`config.mk`:
```
export PLATFORM = sky130hd
export DESIGN_NAME = ram_arbiter
export DESIGN_NICKNAME = d
export VERILOG_FILES = /design/src/rtl/ram_arbiter.sv
export SDC_FILE = /design/constraint.sdc
export NUM_CORES = 1
export LEC_CHECK = 0
export CAP_MARGIN = 10
export CORE_MARGIN = 1.5
export CORE_UTILIZATION = 37
export CTS_CLUSTER_DIAMETER = 100
export DETAILED_ROUTE_END_ITERATION = 8
export GPL_TIMING_DRIVEN = 0
export PLACE_DENSITY = 0.91
export SYNTH_ARGS = -nofsm -noshare
export SYNTH_HDL_FRONTEND = slang
export SYNTH_SLANG_ARGS = --single-unit
```
`constraint.sdc`:
```
create_clock -name clk -period 3.59 [get_ports clk]
set_input_delay 0.359 -clock clk [delete_from_list [all_inputs] [get_ports clk]]
set_output_delay 0.359 -clock clk [all_outputs]
set_load 0.01 [all_outputs]
```
`src/rtl/ram_arbiter.sv`:
```
// Two-requester arbiter in front of a single-port data memory (port 0 CPU, port 1 debug/DMA).
// Define RAM_ARB_RR_EN for round-robin tie-breaking; otherwise port 0 wins every tie.
module ram_arbiter #(
  parameter int ADDR_W = 10
) (
  input  logic              clk,
  input  logic              reset,
  input  logic              req0,
  input  logic              req1,
  input  logic              we0,
  input  logic              we1,
  input  logic [ADDR_W-1:0] addr0,
  input  logic [ADDR_W-1:0] addr1,
  input  logic [31:0]       wdata0,
  input  logic [31:0]       wdata1,
  output logic              gnt0,
  output logic              gnt1,
  output logic [31:0]       rdata0,
  output logic [31:0]       rdata1,
  output logic              rvalid0,
  output logic              rvalid1,
  output logic [31:0]       mem_a,
  output logic [31:0]       mem_wd,
  output logic              mem_we,
  input  logic [31:0]       mem_rd,
  output logic              busy
);

  typedef enum logic [1:0] {
    IDLE   = 2'd0,
    SERVE0 = 2'd1,
    SERVE1 = 2'd2
  } state_t;

  state_t      state_q, state_d;
  logic [31:0] rdata0_q, rdata1_q;
  logic        rvalid0_q, rvalid1_q;
  logic        tie_pick1;

`ifdef RAM_ARB_RR_EN
  // Last-served port; starts at 1 so port 0 wins the first tie after reset.
  logic last_q, last_d;

  always_ff @(posedge clk) begin
    if (!reset) last_q <= 1'b1;
    else        last_q <= last_d;
  end

  always_comb begin
    last_d = last_q;
    if (state_q == SERVE0)      last_d = 1'b0;
    else if (state_q == SERVE1) last_d = 1'b1;
  end

  assign tie_pick1 = ~last_q;
`else
  assign tie_pick1 = 1'b0;
`endif

  always_ff @(posedge clk) begin
    if (!reset) state_q <= IDLE;
    else        state_q <= state_d;
  end

  // The port being served is ignored, so the other port always gets the next slot.
  always_comb begin
    state_d = IDLE;
    case (state_q)
      IDLE: begin
        if (req0 && req1)  state_d = tie_pick1 ? SERVE1 : SERVE0;
        else if (req0)     state_d = SERVE0;
        else if (req1)     state_d = SERVE1;
        else               state_d = IDLE;
      end
      SERVE0:  state_d = req1 ? SERVE1 : IDLE;
      SERVE1:  state_d = req0 ? SERVE0 : IDLE;
      default: state_d = IDLE;
    endcase
  end

  always_comb begin
    gnt0   = 1'b0;
    gnt1   = 1'b0;
    mem_a  = 32'd0;
    mem_wd = 32'd0;
    mem_we = 1'b0;
    case (state_q)
      SERVE0: begin
        gnt0   = 1'b1;
        mem_a  = 32'(addr0);
        mem_wd = wdata0;
        mem_we = we0;
      end
      SERVE1: begin
        gnt1   = 1'b1;
        mem_a  = 32'(addr1);
        mem_wd = wdata1;
        mem_we = we1;
      end
      default: ;
    endcase
  end

  assign busy = (state_q != IDLE);

  // Reset wins over a load in flight: the access happens but its result is dropped.
  always_ff @(posedge clk) begin
    if (!reset) begin
      rdata0_q  <= 32'd0;
      rdata1_q  <= 32'd0;
      rvalid0_q <= 1'b0;
      rvalid1_q <= 1'b0;
    end else begin
      rvalid0_q <= (state_q == SERVE0) && !we0;
      rvalid1_q <= (state_q == SERVE1) && !we1;
      if ((state_q == SERVE0) && !we0) rdata0_q <= mem_rd;
      if ((state_q == SERVE1) && !we1) rdata1_q <= mem_rd;
    end
  end

  assign rdata0  = rdata0_q;
  assign rdata1  = rdata1_q;
  assign rvalid0 = rvalid0_q;
  assign rvalid1 = rvalid1_q;

endmodule

```
* Yosys cells after proc, flatten, opt, wreduce, memory -nomap -nowiden
Index checks and enable logic that the tools add are counted. W data, S select, Z words.
Storage, ports and cells: output and inout port bits 134, input port bits 122, flip-flop bits (word level) 68, logic and storage cells 24
Operators by class: equality and inequality tests 2, reduce and logical (&&, ||, !) cells 7, muxes and demuxes 10
Operators with widths (count):
- $pmux W32 S2 | 1
- $pmux W10 S2 | 1
- $mux W2 | 3
- $pmux W2 S3 | 1
- $logic_and A1 B1 Y1 | 3
- $mux W1 | 3
- $eq A2 B1 Y1 const B | 1
- $eq A2 B2 Y1 const B | 1
- $logic_not A1 Y1 | 2
- $logic_not A2 Y1 | 1
- $pmux W1 S2 | 1
- $reduce_bool A2 Y1 | 1

* Depth between registers and ports, before layout
Gate-level depths: netlist of run 1.
word-level depth 4, depth in mapped cells 7, mapped depth without buffers 4

* Worst setup path before layout of run 1
Ideal clock, no wire load.
path kind register to output, from register state_q[0], to output mem_a[0], slack 1.971 ns, path buffers 2, required time 3.231 ns, stages on the path, launching flop included 7, data arrival time 1.260 ns, path through dfxtp_1 -> inv_1 -> ha_1 -> clkbuf_1 -> buf_2 -> a22oi_1 -> nor2b_1
On the way: longest elaborated chain between the ends 2, elaborated cells on any way between the ends 3, those cells by class eq/ne (2); mux (1)
Ends and longest elaborated chain:
- from (decl) | line 35 | state_t state_q, state_d;
- from (signal assigned) | line 62 | else state_q <= state_d;
- $eq A2 B2 Y1 / $eq A2 B1 Y1 (equally long branches) | line 87 | case (state_q)
- $pmux W10 S2 * | line 87
- to (decl) | line 22 | output logic [31:0] mem_a,
Every way passes the cells marked *; elsewhere a longest branch is shown, timed or not.

* Worst setup path after layout of run 1
Same ends and word-level chain as after synthesis.

==> impl_metrics.yaml, run 1 <==
timing:
  maxSlewViolCount: 0
  skew_ps: 3.99
  hold_viol_final: 0
  setup_ws_ps: 885
  min_period_ps: 2710
  setup_tns_ps: 0
  worst_pin_slew_ps: 555
  relSlewSlack_pct: 63.0
  fin_hold_ws_ps: 457
  rsz0062_at_grt: "no"
  max_freq_ghz: 0.370
  report.final.setup_viol: 0
  period_share_pct: 75.4
route:
  vias_per_cell: 4.79
  drc: 0
  via_count: 3686
  wl_per_cell_um: 16.1
  drt_iter0_drc: 117
  finalWirelength_um: 12400
  first_pass_iters: 4
  ant_nets: 0
final_layout:
  syn_to_final_growth_pct: 78.8
  drive_above_1_share_pct: 9.28
  final_common_cell: "clkdlybuf4s50_1"
  layout.cells.non_filler: 769
  nNetsFinal: 779
  fin_area_um2: 6170
  final_cell_mix: "232 x clkdlybuf4s50_1, 97 x nand2_1, 68 x dfxtp_1"
die:
  start_util_pct: 37.7
  rows: 35
  die_w_um: 99.6
  dieHeight_um: 99.6
  core_um2: 9150
  io_pins: 256
  die-area_um2: 9920
grt:
  grt_max_degree: 13
  grt_pass1_wl_um: 18600
  grt_usage_pct: 24.0
  grt_antenna_before_repair: 4
  grt_overflow: 0
  first_global_vias: 3736
place:
  dp.cells: 752
  dp_hpwl_um: 10100
  place_ws_ps: 1250
  globalplace.congestion: 0.955
  dpl_cell_area_um2: 5990
  io_buffers: 232
critical_path:
  reg2regPathDepth: 6
  crit_type: "flop to output port"
  end_kind: "output port"
  rr_endpoint: "rdata1[30]"
  r2r_setup_slack_ps: 2020
  critPathLaunchType: "flop"
  crit_fanout: 10
  arrival_ps: 2350
  reg2reg_from: "state_q[0]"
  worstPathRequired_ps: 3230
cts:
  htreeDepth: 3
  clk_latency_ps: 340
  cts_resized: 0
  cts_setup_buffers: 0
  path_clk_slew_ps: 70
  cts_buffer_depth: 2
  cts_made_buffers: 9
  cts_root_buffer: "clkbuf_8"
  clock_sinks: 68
  cts_tree: "yes"
  cts_hold_buf: 0
synth:
  async_reset_ff_share_pct: 0
  ys_ff_latch: 68
  ys_types: 18
  syn_area_per_cell_um2: 8.90
  mappedNetlistArea_um2: 3450
  synthCells: 388
  seq_area_frac_synth_pct: 39.4
  yosysWarnings: 0
  synth-main-ff-cell: "dfxtp_1"
  synth_enable_flop_cells: 0
run:
  maxCapViolations: 0
pwr:
  total_leakage_power_uw: 0.00250
  vdd_drop_max_v: 0.000265
  power_density_nw_per_um2: 287
worst_hold_path:
  hold_depth: 2
  hold_path.class: "flop to flop"
  worstHoldStart: "rdata0[7]"
  hold_path_end: "rdata0[7]"
status:
  status: "completed"
-- stage by stage --
step | power (µW) | util, %
after floorplan | 982 | -
after global placement | 1220 | 65.5
after detailed placement | 1230 | 65.5
after CTS | 1780 | 67.4
after global routing | 1840 | 67.4
final | 1770 | 67.5
-- worst max-delay path, stage by stage (launching register included) --
cell	delay (ps)
dfxtp_1	360
inv_1	100
ha_1	430
clkbuf_1	370
nor2b_1	200
clkdlybuf4s50_1	550
-- final cells by class --
class                   count  area (µm²)
diodes                      1        2.50
plain buffers              55         362
clock buffers              11         141
clock inverters             5        37.5
fillers                   699        2980
inverters                   5        18.8
multi-input cells         281        1790
flip-flops and latches     68        1360
well taps                 111         139
repair buffers            232        2320
-- report_power, final --
part	internal, µW	leakage (µW)	total (µW)	switching (µW)
Sequential	774	0.000551	786	11.3
Clock	270	0.0000855	561	290
Combinational	258	0.00186	426	168
-- layer usage --
metal  up-vias  part of all wire (%)  track usage [%]
met2       160                    51             44.9
li1       1787                     -                -
met1      1696                    37             23.9
met3        37                   9.0             9.07
met5         -                  0.35                0
met4         6                   3.3             9.43
-- synth_stat cells, drive strengths merged (2+ instances only) --
cell,instances,share of area [%]
ha,5,1.8
nand2b,2,0.36
nor2b,44,8.2
mux2i,64,19
clkbuf,10,1.1
dfxtp,68,39
buf,45,9.4
a22oi,43,9.3
nand2,97,11
inv,5,0.54
-- worst max path at each step --
stage                from         to  cells after the start
6_report       state_q[0]   mem_a[0]                      5
5_1_grt        state_q[0]   mem_a[0]                      5
4_1_cts        state_q[0]   mem_a[1]                      5
3_5_place_dp   state_q[0]   mem_a[1]                      5
3_3_place_gp   state_q[0]  mem_wd[3]                      7
2_1_floorplan  state_q[0]   mem_a[0]                      6
-- state kept, by name, summed over array words and instances (netlist names) --
signal   count
rdata0      32
rdata1      32
rvalid0      1
rvalid1      1
state_q      2
-- cells by family (layout without fill, tap and decap cells) --
logic type      Yosys count  after routing  share of synthesized area [%]
buf+inv                  60            308                           11.0
flops                    68             68                           39.4
simple gates            146            146                           19.5
compound gates           44             44                           9.57
fa+ha+maj                 5              5                           1.81
other cells               1             23                          0.109
mux                      64             64                           18.6
Power figures use the tool's default switching activity.
==> run 2, diff against run 1 <==
- CORE_UTILIZATION: 37 -> 31
- PLACE_DENSITY: 0.91 -> 0.82
- clock period: 3.59 -> 2.2 ns (I/O delays scaled with it)
==> run 2 against run 1 <==
- total power up 76%
- clock skew up 2.4 ps
- register-to-register slack worse by 1400 ps
- largest cell class unchanged
- final cell count is 3.5% higher
- clock power grew 100%
- setup slack worse by 820 ps
==> impl_metrics.yaml, run 2 (synthesized netlist as in run 1, its figures left out) <==
pwr:
  swShare_pct: 25.7
  p_int_uw: 2320
  seq_power_share_pct: 41.1
  power_density_nw_per_um2: 495
  vdd_drop_max_v: 0.000415
  power_frac_clock_pct: 36.3
  total_leakage_power_uw: 0.00278
  p_sw_uw: 800
  p_comb_share_pct: 22.6
critical_path:
  cp-endpoint: "mem_wd[26]"
  critPathMaxStageDelay_ps: 370
  critical_path.top_delay_family: "buffers and inverters"
  end_kind: "output port"
  setup.worst_path.start: "state_q[1]"
  path_cells: "inv_1, ha_1, buf_6, buf_4, a22oi_1, nor2b_1, clkdlybuf4s15_1"
  crit_slowest_cell: "dfxtp_4"
  cp_num_buf_inv: 4
  worstPathRequired_ps: 1980
  reg2regPathDepth: 7
  r2r_setup_slack_ps: 640
  crit_fanout: 10
  arrival_ps: 1910
  reg2reg_from: "state_q[1]"
  critPathLaunchType: "flop"
  cp.depth: 7
  crit_type: "flop to output port"
  rr_endpoint: "rdata0[20]"
final_layout:
  register_area_um2: 1370
  final_cell_mix: "190 x clkdlybuf4s50_1, 97 x nand2_1, 67 x dfxtp_1"
  fin_area_um2: 6300
  final_common_cell: "clkdlybuf4s50_1"
  drive_above_1_share_pct: 11.5
  nFillCells: 924
  layout.cells.non_filler: 796
  nNetsFinal: 778
  multiInputGateArea_um2: 1840
  syn_to_final_growth_pct: 82.6
timing:
  maxSlewViolCount: 0
  hold_viol_final: 0
  min_period_ps: 2130
  worst_pin_slew_ps: 586
  rsz0062_at_grt: "no"
  report.final.setup_viol: 0
  skew_ps: 6.43
  max_freq_ghz: 0.469
  relSlewSlack_pct: 61.0
  period_share_pct: 96.9
cts:
  cts_made_buffers: 9
  clk_latency_ps: 350
  cts_setup_buffers: 0
  clock_sinks: 68
  cts_tree: "yes"
  cts_buffer_depth: 2
  path_clk_slew_ps: 70
  cts_root_buffer: "clkbuf_8"
  htreeDepth: 3
die:
  core_um2: 10800
  io_pins: 256
  die_w_um: 109
  rows: 38
  dieHeight_um: 109
  die-area_um2: 11800
  start_util_pct: 31.9
status:
  status: "completed"
place:
  dp_hpwl_um: 10300
  dp.cells: 781
  globalplace.congestion: 0.889
  dpl_cell_area_um2: 6030
  io_buffers: 232
route:
  wl_per_cell_um: 16.3
  vias_per_cell: 4.68
  ant_nets: 0
  first_pass_iters: 4
  via_count: 3724
  drc: 0
  drt_iter0_drc: 203
  finalWirelength_um: 13000
grt:
  first_global_vias: 3650
  grt_max_degree: 13
  grt_pass1_wl_um: 18900
  grt_overflow: 0
  grt_antenna_before_repair: 1
  grt_usage_pct: 20.9
worst_hold_path:
  hold_path.class: "input pin to flop"
run:
  maxCapViolations: 0
==> run 2: worst reg2reg max path, cell delays in order, from the launching register on <==
cell	delay [ps]
dfxtp_4	370
inv_1	110
ha_1	190
buf_6	160
nor2b_4	150
buf_6	130
buf_6	170
mux2i_1	210
==> run 2: repair_timing <==
| action | 4_1_cts | 5_1_grt |
|---|---|---|
| resized for setup | 64 | 10 |
| setup endpoints to repair | 43 | 5 |
| hold buffers | 0 | 0 |
| pin swaps | 0 | 1 |
==> run 2: worst min-delay path by stage <==
stage                     from          to  slack, ps  depth (start not counted)
global placement    rdata0[27]  rdata0[27]        440                          2
detailed placement  rdata0[19]  rdata0[19]        450                          2
global route             reset  state_q[1]        380                          4
floorplan                  we0     rvalid0        300                          1
finish                   reset  state_q[1]        380                          4
CTS                      reset  state_q[1]        370                          4
==> run 2: final cells by class <==
class	count	share of cell area (%)
inverter	5	0.298
multi-input combinational	281	29.2
clock inverter	6	1.43
clock buffer	9	1.96
timing repair buffer	232	36.3
buffer	54	6.33
sequential	68	21.7
tap	140	2.78
antenna	1	0.0397
==> run 2: metrics by stage <==
stage / utilization, % / worst slack [ps] / power (µW) / hold WS, ps / TNS [ps]
2_1_floorplan: - / 720 / 1600 / 297 / 0
3_3_place_gp: 55.6 / 28.5 / 1990 / 442 / 0
3_5_place_dp: 55.6 / -4.76 / 2010 / 447 / -4.76
4_1_cts: 57.8 / -80.7 / 3130 / 365 / -246
5_1_grt: 58.2 / 12.5 / 3250 / 375 / 0
6_report: 58.2 / 68.3 / 3120 / 377 / 0
==> run 2: power by group through the flow <==
| stage | sequential [µW] | combinational (µW) | clock [µW] |
|---|---|---|---|
| 6_report | 1280 | 705 | 1130 |
| 5_1_grt | 1290 | 753 | 1210 |
| 4_1_cts | 1280 | 702 | 1140 |
| 3_5_place_dp | 1310 | 695 | 0 |
| 3_3_place_gp | 1310 | 683 | 0 |
| 2_1_floorplan | 1320 | 279 | 0 |
==> run 2: per-layer routing <==
metal	up-vias	global-route usage (%)	part of all wire [%]
met3	31	6.09	8.4
li1	1788	-	-
met5	-	0	0
met2	175	38.7	52
met1	1730	22.0	37
met4	0	8.74	2.9
